### src/rtl/trig_pkg.sv
// Shared definitions for the trigger comparator: edge modes, FSM states and
// the saturating bound arithmetic used to build the hysteresis window.
package trig_pkg;

    localparam logic [1:0] EDGE_RISE = 2'b00;
    localparam logic [1:0] EDGE_FALL = 2'b01;
    localparam logic [1:0] EDGE_BOTH = 2'b10;
    localparam logic [1:0] EDGE_OFF  = 2'b11;

    typedef enum logic [1:0] {
        IDLE    = 2'd0,
        ARMED   = 2'd1,
        HOLDOFF = 2'd2
    } trig_state_t;

    // Working width of the bound helpers; callers cast the result down.
    localparam int SAT_W = 32;

    // a + b clamped to the largest unsigned value representable in w bits.
    function automatic logic [SAT_W-1:0] sat_add(input logic [SAT_W-1:0] a,
                                                 input logic [SAT_W-1:0] b,
                                                 input int unsigned      w);
        logic [SAT_W:0] sum;
        logic [SAT_W:0] lim;
        sum = {1'b0, a} + {1'b0, b};
        lim = ((SAT_W+1)'(1) << w) - (SAT_W+1)'(1);
        if (sum > lim) return lim[SAT_W-1:0];
        return sum[SAT_W-1:0];
    endfunction

    // a - b clamped at zero instead of wrapping.
    function automatic logic [SAT_W-1:0] sat_sub(input logic [SAT_W-1:0] a,
                                                 input logic [SAT_W-1:0] b);
        if (b > a) return '0;
        return a - b;
    endfunction

endpackage

### src/rtl/hyst_channel.sv
// One comparator channel: stage 1 captures the sample and the saturated
// window bounds, stage 2 resolves the hysteresis level, dead-zone flag and
// edge pulses.
module hyst_channel
    import trig_pkg::*;
#(
    parameter int DATA_W = 14
) (
    input  logic              i_clk,
    input  logic              i_rst_n,
    input  logic              i_en,
    input  logic [DATA_W-1:0] i_sample,
    input  logic [DATA_W-1:0] i_thr,
    input  logic [DATA_W-1:0] i_hyst,
    output logic              o_q,
    output logic              o_z,
    output logic              o_rise,
    output logic              o_fall
);

    logic [DATA_W-1:0] w_upper;
    logic [DATA_W-1:0] w_lower;
    logic [DATA_W-1:0] r_sample_p1;
    logic [DATA_W-1:0] r_upper_p1;
    logic [DATA_W-1:0] r_lower_p1;
    logic              w_above;
    logic              w_below;
    logic              r_q_p2;
    logic              r_z_p2;
    logic              r_vld_p2;
    logic              r_rise_p2;
    logic              r_fall_p2;
    logic              r_en_d;

    assign w_upper = DATA_W'(sat_add(SAT_W'(i_thr), SAT_W'(i_hyst), DATA_W));
    assign w_lower = DATA_W'(sat_sub(SAT_W'(i_thr), SAT_W'(i_hyst)));

    // Stage 1: capture sample with its window; frozen while disabled.
    always_ff @(posedge i_clk) begin
        if (i_en) begin
            r_sample_p1 <= i_sample;
            r_upper_p1  <= w_upper;
            r_lower_p1  <= w_lower;
        end
    end

    // Samples equal to either bound fall in the dead zone.
    assign w_above = (r_sample_p1 > r_upper_p1);
    assign w_below = (r_sample_p1 < r_lower_p1);

    // Stage 2: level/dead-zone update; edges only from a valid prior level
    // and never on the first enabled cycle after a disable.
    always_ff @(posedge i_clk or negedge i_rst_n) begin
        if (!i_rst_n) begin
            r_q_p2    <= 1'b0;
            r_z_p2    <= 1'b0;
            r_vld_p2  <= 1'b0;
            r_rise_p2 <= 1'b0;
            r_fall_p2 <= 1'b0;
            r_en_d    <= 1'b0;
        end else begin
            r_en_d <= i_en;
            if (!i_en) begin
                r_rise_p2 <= 1'b0;
                r_fall_p2 <= 1'b0;
            end else if (w_above) begin
                r_rise_p2 <= r_vld_p2 && !r_q_p2 && r_en_d;
                r_fall_p2 <= 1'b0;
                r_q_p2    <= 1'b1;
                r_z_p2    <= 1'b0;
                r_vld_p2  <= 1'b1;
            end else if (w_below) begin
                r_rise_p2 <= 1'b0;
                r_fall_p2 <= r_vld_p2 && r_q_p2 && r_en_d;
                r_q_p2    <= 1'b0;
                r_z_p2    <= 1'b0;
                r_vld_p2  <= 1'b1;
            end else begin
                r_rise_p2 <= 1'b0;
                r_fall_p2 <= 1'b0;
                r_z_p2    <= 1'b1;
            end
        end
    end

    assign o_q    = r_q_p2;
    assign o_z    = r_z_p2;
    assign o_rise = r_rise_p2;
    assign o_fall = r_fall_p2;

endmodule

### src/rtl/trig_comparator_multi.sv
// Multi-channel hysteresis comparator with an armed trigger engine:
// N_CH comparator channels feed a shared IDLE/ARMED/HOLDOFF FSM.
module trig_comparator_multi
    import trig_pkg::*;
#(
    parameter  int DATA_W    = 14,
    parameter  int N_CH      = 2,
    parameter  int HOLDOFF_W = 16,
    localparam int SEL_W     = (N_CH > 1) ? $clog2(N_CH) : 1
) (
    input  logic                   clkIn,
    input  logic                   rstnIn,
    input  logic                   en,
    input  logic [N_CH*DATA_W-1:0] adc_data,
    input  logic [N_CH*DATA_W-1:0] threshold,
    input  logic [N_CH*DATA_W-1:0] hysteresis,
    input  logic [SEL_W-1:0]       trig_src,
    input  logic [1:0]             edge_mode,
    input  logic [HOLDOFF_W-1:0]   holdoff,
    input  logic                   auto_rearm,
    input  logic                   arm,
    output logic [N_CH-1:0]        q,
    output logic [N_CH-1:0]        z,
    output logic [N_CH-1:0]        rise,
    output logic [N_CH-1:0]        fall,
    output logic                   armed,
    output logic                   trig,
    output logic [SEL_W-1:0]       trig_ch
);

    logic [N_CH-1:0]      w_q;
    logic [N_CH-1:0]      w_z;
    logic [N_CH-1:0]      w_rise;
    logic [N_CH-1:0]      w_fall;
    logic                 w_hit;
    logic                 w_fire;
    logic                 w_latch;
    trig_state_t          r_state;
    trig_state_t          w_state_nxt;
    logic [HOLDOFF_W-1:0] r_cnt;
    logic [HOLDOFF_W-1:0] w_cnt_nxt;
    logic [SEL_W-1:0]     r_src;
    logic [1:0]           r_mode;
    logic                 r_trig;
    logic [SEL_W-1:0]     r_trig_ch;

    genvar g;
    for (g = 0; g < N_CH; g++) begin : g_ch
        hyst_channel #(
            .DATA_W (DATA_W)
        ) u_ch (
            .i_clk    (clkIn),
            .i_rst_n  (rstnIn),
            .i_en     (en),
            .i_sample (adc_data[g*DATA_W +: DATA_W]),
            .i_thr    (threshold[g*DATA_W +: DATA_W]),
            .i_hyst   (hysteresis[g*DATA_W +: DATA_W]),
            .o_q      (w_q[g]),
            .o_z      (w_z[g]),
            .o_rise   (w_rise[g]),
            .o_fall   (w_fall[g])
        );
    end

    // Edge match on the latched channel; an out-of-range source never matches.
    always_comb begin
        w_hit = 1'b0;
        for (int i = 0; i < N_CH; i++) begin
            if (SEL_W'(i) == r_src) begin
                case (r_mode)
                    EDGE_RISE: w_hit = w_rise[i];
                    EDGE_FALL: w_hit = w_fall[i];
                    EDGE_BOTH: w_hit = w_rise[i] | w_fall[i];
                    default:   w_hit = 1'b0;
                endcase
            end
        end
    end

    // Next-state, holdoff countdown and trigger decision.
    always_comb begin
        w_state_nxt = r_state;
        w_cnt_nxt   = r_cnt;
        w_fire      = 1'b0;
        w_latch     = 1'b0;
        if (!en) begin
            w_state_nxt = IDLE;
            w_cnt_nxt   = '0;
        end else begin
            case (r_state)
                IDLE: begin
                    if (arm) begin
                        w_state_nxt = ARMED;
                        w_latch     = 1'b1;
                    end
                end
                ARMED: begin
                    if (w_hit) begin
                        w_fire = 1'b1;
                        if (holdoff == '0) begin
                            w_state_nxt = auto_rearm ? ARMED : IDLE;
                        end else begin
                            w_cnt_nxt   = holdoff;
                            w_state_nxt = HOLDOFF;
                        end
                    end
                end
                HOLDOFF: begin
                    if (r_cnt <= HOLDOFF_W'(1)) begin
                        w_state_nxt = auto_rearm ? ARMED : IDLE;
                        w_cnt_nxt   = '0;
                    end else begin
                        w_cnt_nxt = r_cnt - HOLDOFF_W'(1);
                    end
                end
                default: w_state_nxt = IDLE;
            endcase
        end
    end

    // FSM state register.
    always_ff @(posedge clkIn or negedge rstnIn) begin
        if (!rstnIn) r_state <= IDLE;
        else         r_state <= w_state_nxt;
    end

    // Holdoff counter, arm-time latches and trigger outputs.
    always_ff @(posedge clkIn or negedge rstnIn) begin
        if (!rstnIn) begin
            r_cnt     <= '0;
            r_src     <= '0;
            r_mode    <= 2'b00;
            r_trig    <= 1'b0;
            r_trig_ch <= '0;
        end else begin
            r_cnt  <= w_cnt_nxt;
            r_trig <= w_fire;
            if (w_fire) r_trig_ch <= r_src;
            if (w_latch) begin
                r_src  <= trig_src;
                r_mode <= edge_mode;
            end
        end
    end

    assign q       = w_q;
    assign z       = w_z;
    assign rise    = w_rise;
    assign fall    = w_fall;
    assign armed   = (r_state == ARMED);
    assign trig    = r_trig;
    assign trig_ch = r_trig_ch;

endmodule

### config.mk
export PLATFORM = sky130hd
export DESIGN_NAME = trig_comparator_multi
export DESIGN_NICKNAME = d
export VERILOG_FILES = /design/src/rtl/trig_pkg.sv /design/src/rtl/hyst_channel.sv /design/src/rtl/trig_comparator_multi.sv
export SDC_FILE = /design/constraint.sdc
export NUM_CORES = 1
export LEC_CHECK = 0
export ABC_AREA = 1
export CORE_MARGIN = 5
export CORE_UTILIZATION = 60
export DETAILED_ROUTE_END_ITERATION = 16
export PLACE_DENSITY = 0.83
export SKIP_CTS_REPAIR_TIMING = 1
export SYNTH_ARGS = -nofsm -noshare
export SYNTH_HDL_FRONTEND = slang
export SYNTH_HIERARCHICAL = 1
export SYNTH_SLANG_ARGS = --single-unit
export TNS_END_PERCENT = 30
### constraint.sdc
create_clock -name clkIn -period 3.55 [get_ports clkIn]
set_input_delay 0.8875 -clock clkIn [delete_from_list [all_inputs] [get_ports clkIn]]
set_output_delay 0.8875 -clock clkIn [all_outputs]
set_load 0.005 [all_outputs]
### Word level (Yosys, flattened, before mapping)

Index checks and enable logic that the tools add are counted.

| word-level totals | value |
|---|---|
| input bits | 108 |
| output and inout port bits | 11 |
| logic and storage cells | 122 |
| flip-flop bits (word level) | 118 |

| cells by class | value |
|---|---|
| magnitude comparators | 9 |
| add/sub/neg operators | 5 |
| reduce and logical (&&, ||, !) cells | 19 |
| mux-type cells | 55 |
| equal/unequal tests | 9 |
| bitwise logic cells | 2 |

Operators by type and width:

| operator | count |
|---|---|
| 14-bit two-way mux | 8 |
| 16-bit two-way mux | 4 |
| 14-bit > comparator | 4 |
| 1-bit two-way mux | 34 |
| 16-bit one-hot mux with 2 select lines | 1 |
| 14-bit by 14-bit adder with 15-bit output | 2 |
| 15-bit by 14-bit > comparator with 1-bit output (second input constant) | 2 |
| 14-bit less-than comparator | 2 |
| 14-bit subtractor | 2 |
| 16-bit by 1-bit <= comparator with 1-bit output (second input constant) | 1 |
| 16-bit logical NOT | 1 |
| 16-bit by 1-bit subtractor with 16-bit output (second input constant) | 1 |
| 2-bit two-way mux | 5 |
| 3-bit inequality test (second input constant) | 3 |
| 1-bit logical AND | 8 |
| 1-bit one-hot mux with 3 select lines | 2 |
| 2-bit one-hot mux with 3 select lines | 1 |
| 3-bit AND reduction | 2 |
| 2-bit by 1-bit == test with 1-bit output (second input constant) | 2 |
| 2-bit == test (second input constant) | 2 |
| 2-bit logical NOT | 2 |
| 2-bit AND reduction | 2 |
| 2-bit nonzero test | 2 |
| 3-bit by 1-bit inequality test with 1-bit output (second input constant) | 1 |
| 3 further kinds | 5 |

### Longest topological paths before layout

Gate-level depths: netlist (run 1).

| depth | value |
|---|---|
| word-level depth | 6 |
| mapped depth | 13 |

### Hierarchy

Netlist (run 1), hierarchy kept.

By module, submodules not included:

| module | area each (um^2) | instances | cells each |
|---|---|---|---|
| hyst_channel at g_ch[1].u_ch | 4063.9 | 1 | 524 |
| hyst_channel at g_ch[0].u_ch | 4041.4 | 1 | 521 |
| trig_comparator_multi | 1655.3 | 1 | 266 |

### Worst setup path before layout (run 1)

Ideal clock, no wire load.

| path | value |
|---|---|
| path type | in2reg |
| from | in threshold[0] |
| to | reg g_ch[0].u_ch.r_lower_p1[11], data pin |
| path slack | 1.132 ns |
| arrival | 2.272 ns |
| stages on the path | 11 |
| path through | inv_1 ha_1 fa_1 inv_1 nand3_1 nand2_1 nand2_1 a21oi_1 nor2_1 buf_2 a21oi_1 |

| on the way | value |
|---|---|
| longest elaborated chain between the ends | 3 |
| elaborated cells between the ends (all ways) | 4 |
| classes of those cells | 1 x add/sub; 1 x order compare; 2 x mux |

RTL lines:

| element | RTL line | RTL |
|---|---|---|
| from (decl) | trig_comparator_multi.sv:15 | `input logic [N_CH*DATA_W-1:0] threshold,` |
| 14-bit > comparator | trig_pkg.sv:34 | `if (b > a) return '0;` |
| 1-bit two-way mux | trig_pkg.sv:34 |  |
| 14-bit two-way mux (*) | trig_pkg.sv:35 | `return a - b;` |
| to (signal assigned) | hyst_channel.sv:43 | `r_lower_p1 <= w_lower;` |
| to (decl) | hyst_channel.sv:25 | `logic [DATA_W-1:0] r_lower_p1;` |

Every way passes the cells marked *; elsewhere a longest branch is shown, timed or not.
A chain may end at the register's enable or synchronous reset.

### Final worst setup path (run 1)

| path | value |
|---|---|
| from | in threshold[14] |
| to | reg g_ch[1].u_ch.r_lower_p1[9], data pin |

| on the way | value |
|---|---|
| longest elaborated chain between the ends | 3 |
| elaborated cells between the ends (all ways) | 4 |
| classes of those cells | 1 x add/sub; 1 x order compare; 2 x mux |

RTL lines:

| element | RTL line |
|---|---|
| 14-bit > comparator | trig_pkg.sv:34 |
| 1-bit two-way mux | trig_pkg.sv:34 |
| 14-bit two-way mux (*) | trig_pkg.sv:35 |
| to (signal assigned) | hyst_channel.sv:43 |
| to (decl) | hyst_channel.sv:25 |

Marks and branches as above.

==> results of run 1 <==
[critical path, cell delays in order]
cell and delay, ns:
clkdlybuf4s50_1 0.49, inv_1 0.05, ha_1 0.24, fa_1 0.40
inv_1 0.11, nand3_1 0.08, nand2_1 0.17, nand2_1 0.09
a21oi_1 0.13, nor2_1 0.07, buf_4 0.18, a21oi_1 0.26
[metrics by stage]
step	hold slack, ns	setup slack, ns
floorplan	0.434	1.13
global placement	0.447	0.320
detailed placement	0.456	0.259
CTS	0.470	0.643
global route	0.489	0.502
finish	0.466	0.596
[cell usage in the layout, fill, tap and decap left out, types with 6 or more instances in the layout]
master | netlist | routed
a21oi_1 | 66 | 66
buf_4 | 10 | 11
clkbuf_16 | 0 | 17
clkdlybuf4s50_1 | 0 | 117
dfrtp_1 | 35 | 35
edfxtp_1 | 84 | 84
ha_1 | 112 | 112
inv_1 | 236 | 236
inv_2 | 7 | 7
nand2_1 | 365 | 365
nand2_2 | 26 | 26
nand3_1 | 88 | 88
nand4_1 | 18 | 18
nor2_1 | 119 | 119
nor3_1 | 18 | 18
o21ai_0 | 33 | 33
xnor2_1 | 6 | 6
xor2_1 | 27 | 27
[logic make-up after synthesis]
logic type,Yosys count,share of synthesized area (%)
AND/OR/NAND/NOR,653,28.8
buffers and inverters,274,11.7
flip-flops,119,34.8
adder cells (fa/ha/maj),116,15.2
AO/OA/AOI/OAI,114,6.36
XOR/XNOR,33,2.96
multiplexers,2,0.231
[power by group through the flow]
stage / combinational, mW / sequential, mW / clock [mW]
after floorplan: 1.54 / 1.94 / 0
after global placement: 2.03 / 1.99 / 0
after detailed placement: 2.11 / 2.00 / 0
after CTS: 2.13 / 1.98 / 1.64
after global routing: 2.43 / 2.02 / 1.70
final: 2.14 / 1.98 / 1.61
[area by class of cell]
| cell class | count | area (um^2) | area share, % |
|---|---|---|---|
| multi-input combinational | 918 | 5220 | 44.9 |
| sequential | 119 | 3400 | 29.2 |
| timing repair buffer | 128 | 1250 | 10.8 |
| inverter | 245 | 925 | 7.96 |
| clock buffer | 18 | 429 | 3.69 |
| tap | 216 | 270 | 2.33 |
| clock inverter | 14 | 126 | 1.09 |
[path summary, 6_finish.rpt]
kind | depth (start not counted) | to | slack [ns]
setup / recovery | 12 | g_ch[1].u_ch/r_lower_p1[9] | 0.60
hold / removal | 2 | g_ch[1].u_ch/r_vld_p2 | 0.47
min in group asynchronous | 2 | r_mode[1] | 0.91
hold reg to reg | 2 | g_ch[1].u_ch/r_vld_p2 | 0.47
max in group asynchronous | 2 | g_ch[1].u_ch/r_en_d | 2.32
setup reg to reg | 9 | g_ch[1].u_ch/o_rise | 1.74
[flip-flops by register name (all words and copies together) (netlist names)]
| signal | flops |
|---|---|
| g_ch.u_ch/r_lower_p1 | 28 |
| g_ch.u_ch/r_sample_p1 | 28 |
| g_ch.u_ch/r_upper_p1 | 28 |
| r_cnt | 16 |
| g_ch.u_ch/o_fall | 2 |
| g_ch.u_ch/o_q | 2 |
| g_ch.u_ch/o_rise | 2 |
| g_ch.u_ch/o_z | 2 |
| g_ch.u_ch/r_en_d | 2 |
| g_ch.u_ch/r_vld_p2 | 2 |
| r_mode | 2 |
| r_state | 2 |
| r_src | 1 |
| trig | 1 |
| trig_ch | 1 |
[layer usage]
| metal | global-route usage [%] | wire [um] | vias to the layer above |
|---|---|---|---|
| met5 | 0 | 21 | - |
| met3 | 3.76 | 1370 | 37 |
| met1 | 34.0 | 10500 | 3881 |
| li1 | - | - | 4377 |
| met2 | 43.7 | 11300 | 290 |
| met4 | 7.32 | 313 | 4 |
==> flow_summary.toml, run 1 <==
[die]
die_y_um = 138
io_pins = 119
fp-row-count = 46
core_mm2 = 0.0159
die_x_um = 138
dieArea_mm2 = 0.0189
start_util_pct = 61.2

[logic_synthesis]
synth_top_area_share_pct = 25.8
synth_seq_area_share_pct = 34.8
synth_enable_flop_cells = 84
synthArstFlopShare_pct = 29.4
syn-cell-area_mm2 = 0.00976
syn_nets = 1535
synth.most_common_cell = "nand2_1"
yosys_warnings = 6
synth_flop_cell = "edfxtp_1"
avgSynthCellArea_um2 = 7.45
yosysTopAreaCell = "edfxtp_1"
synthTopCellsByCount = "365 x nand2_1, 236 x inv_1, 119 x nor2_1"
ys_seq_elements = 119
synth_cell_types = 38
netlist_top_cells_area = "edfxtp_1 26%, ha_1 14%, nand2_1 14%"
syn_inst = 1311

[global_route]
antenna_found_initial = 2
gr-usage-all-layers_pct = 25.6
grt_pass1_wl_um = 38800
grt_pass1_vias = 8417
grt_overflow = 0
grt_max_degree = 55

[detailed_routing]
drt_first_pass_iters = 5
vias = 8589
drt-initial-drc-count = 682
viasPerCell = 5.18
routedWlPerCell_um = 14.2
drcViolationCount = 0
ant_nets = 0
wl_um = 23500

[power]
switching_share_pct = 37.7
p_per_area_mw_per_mm2 = 493
total_power_mw = 5.73
pwr-share-clk_pct = 28.1
p_sw_mw = 2.16
p_int_mw = 3.57
ir_drop_uv = 422
leakage_nw = 5.98
power_frac_seq_pct = 34.6
comb_power_share_pct = 37.3

[worst_setup_path]
regToRegStartpoint = "g_ch[1].u_ch/r_sample_p1[13]"
crit_arrival_ns = 3.16
cp-end-kind = "flip-flop"
cp.required_ns = 3.75
crit_start = "threshold[14]"
critical_path_class = "in -> reg"
cp-start-kind = "input port"
cp_max_fo = 10

[timing]
hold_viol = 0
setup_violations = 0
worst_slew_pin_slew_ns = 0.643
finalMaxSlewViolations = 0
fin_crit_sh_pct = 83.2
rsz0062_at_grt = "no"
timing.slew.headroom_pct = 57.1
fin_tns_setup_ns = 0
final.min_clock_period_ns = 2.95
skew_ns = 0.00699
fmax_ghz = 0.338

[placed_design]
post_dp_cell_area_mm2 = 0.0111
dp.cells = 1626
portBuffers = 118
place_hpwl_um = 18700
gp_congestion = 0.985

[cts]
worst_skew_pair.late_latency_ns = 0.40
htreeDepth = 4
clockBufferDepth = 2
cts_inserted_buffers = 17
cts_tree = "yes"
clock-sinks = 119
cts_root_buf = "clkbuf_16"
path_clk_slew_ns = 0.06

[cells_and_area]
diodes = 0
design_area_mm2 = 0.0116
area_delta_synth_final_pct = 19.1
drive_gt1_share_pct = 6.66
fillers = 1308
nets = 1653
stdcell_count = 1658
final_core_util_pct = 72.9

[hold_path]
hold_path.startpoint = "g_ch[1].u_ch/r_vld_p2"
min_path_type = "reg -> reg"

[run]
cap_viol_max_count = 0

[run_status]
status = "completed"
Power figures use the tool's default switching activity.
==> run 2, diff against run 1 <==
CORE_UTILIZATION = 58   (was 60)
PLACE_DENSITY = 0.81   (was 0.83)
clock period = 2.85 ns   (was 3.55 ns; I/O delays follow)
==> run 2 against run 1 <==
  * Utilization fell by 0.083 points
  * Sequential share of layout area shrank 1.0 points
  * Critical path depth unchanged
  * Combinational power grew 29%
  * Largest cell class unchanged
  * Highest routed layer is now met4
==> flow_summary.toml, run 2 (synthesis results as in run 1) <==
[timing]
fin_crit_sh_pct = 88.2
final.min_clock_period_ns = 2.51
timing.slew.headroom_pct = 69.0
rsz0062_at_grt = "no"
fmax_ghz = 0.398
hold_viol = 0
finalMaxSlewViolations = 0
setup_violations = 0
worst_slew_pin_slew_ns = 0.465
layout_setup_ws_ns = 0.337
fin_tns_setup_ns = 0
skew_ns = 0.00920

[power]
leakage_nw = 6.22
p_per_area_mw_per_mm2 = 600
ir_drop_uv = 442

[cells_and_area]
diodes = 0
area_delta_synth_final_pct = 23.3
stdcell_count = 1711
final_core_util_pct = 72.8
layout_common_cells = "365 x nand2_1, 236 x inv_1, 119 x nor2_1"
design_area_mm2 = 0.0120
nets = 1702
final_common_cell = "nand2_1"
drive_gt1_share_pct = 9.66
reg.largest.list = "g_ch.u_ch/r_lower_p1 x28, g_ch.u_ch/r_sample_p1 x28, g_ch.u_ch/r_upper_p1 x28"

[cts]
cts_inserted_buffers = 17
worst_skew_pair.late_latency_ns = 0.41
htreeDepth = 4
clockBufferDepth = 2
clock-sinks = 119
cts_tree = "yes"
cts_root_buf = "clkbuf_16"
path_clk_slew_ns = 0.06

[detailed_routing]
drt-initial-drc-count = 615
wl_um = 23100
ant_nets = 0
vias = 8769
viasPerCell = 5.13
routedWlPerCell_um = 13.5
drt_first_pass_iters = 8
drcViolationCount = 0

[worst_setup_path]
cp-start-kind = "input port"
regToRegStartpoint = "g_ch[0].u_ch/r_sample_p1[13]"
cp.required_ns = 3.09
cp-end-kind = "flip-flop"
reg2reg_setup_slack_ns = 1.07
critical_path_class = "in -> reg"
reg2reg_depth = 10
crit_start = "threshold[14]"
crit_arrival_ns = 2.75
r2r_end = "g_ch[0].u_ch/r_vld_p2"
cp_max_fo = 5

[die]
io_pins = 119
core_mm2 = 0.0165
fp-row-count = 47
dieArea_mm2 = 0.0195
die_x_um = 140
die_y_um = 140
start_util_pct = 59.1

[placed_design]
post_dp_cell_area_mm2 = 0.0115
place_hpwl_um = 18700
dp_slack_ns = -0.0809
gp_congestion = 0.920
portBuffers = 118
dp.cells = 1679

[global_route]
grt_pass1_wl_um = 38800
grt_pass1_vias = 8507
grt_max_degree = 86
antenna_found_initial = 0
grt_overflow = 0
gr-usage-all-layers_pct = 23.9

[hold_path]
min_path_type = "reg -> reg"
whs_endpoint = "g_ch[1].u_ch/r_vld_p2"
hold_path.startpoint = "g_ch[1].u_ch/r_vld_p2"
hold_depth = 2

[run_status]
status = "completed"

[run]
cap_viol_max_count = 0
[run 2: cell types whose count changed in the layout (fill, tap and decap cells not counted), sizes merged]
cell / previous run / this run
buf: 11 / 60
[run 2: worst max-delay path by stage]
| stage | end | depth (start not counted) |
|---|---|---|
| after global routing | g_ch[0].u_ch/r_upper_p1[12] | 12 |
| after CTS | g_ch[1].u_ch/r_lower_p1[9] | 12 |
| final | g_ch[1].u_ch/r_lower_p1[9] | 12 |
| after floorplan | g_ch[0].u_ch/r_lower_p1[11] | 11 |
| after global placement | g_ch[1].u_ch/r_lower_p1[9] | 12 |
| after detailed placement | g_ch[1].u_ch/r_lower_p1[9] | 12 |
[run 2: layer usage]
layer	track usage, %	part of all wire [%]
met1	32.8	46
met2	39.1	46
met3	3.77	6.0
met4	7.19	1.7
met5	0	0
[run 2: layout make-up]
type	count	area, um^2
clock buffers	18	429
repair buffers	177	1660
fillers	1286	4490
multi-input cells	918	5220
flip-flops and latches	119	3400
inverters	245	925
clock inverters	14	126
well taps	220	275
[run 2: critical path, cell delays in order]
cell and delay [ns]:
clkdlybuf4s50_1 0.48, inv_1 0.05, ha_1 0.23, fa_1 0.40
inv_1 0.09, nand3_1 0.07, nand2_1 0.10, nand2_1 0.07
a21oi_1 0.13, nor2_1 0.08, buf_4 0.16, a21oi_1 0.18
[run 2: per-stage QoR]
step	total power [mW]	hold WS [ns]
floorplan	4.34	0.417
global placement	5.12	0.447
detailed placement	5.22	0.460
CTS	7.24	0.473
global route	7.75	0.488
finish	7.21	0.471
[run 2: power breakdown]
group / leakage (nW) / switching, mW / internal [mW]
logic: 4.70 / 1.65 / 1.12
registers: 1.26 / 0.257 / 2.21
clock network: 0.261 / 0.781 / 1.20
total: 6.22 / 2.68 / 4.53
==> run 3, diff against run 2 <==
SLEW_MARGIN = 5   (was not set)
==> results of run 3 <==
Same layout as run 2: the final DEF is identical, and so are final timing and power.
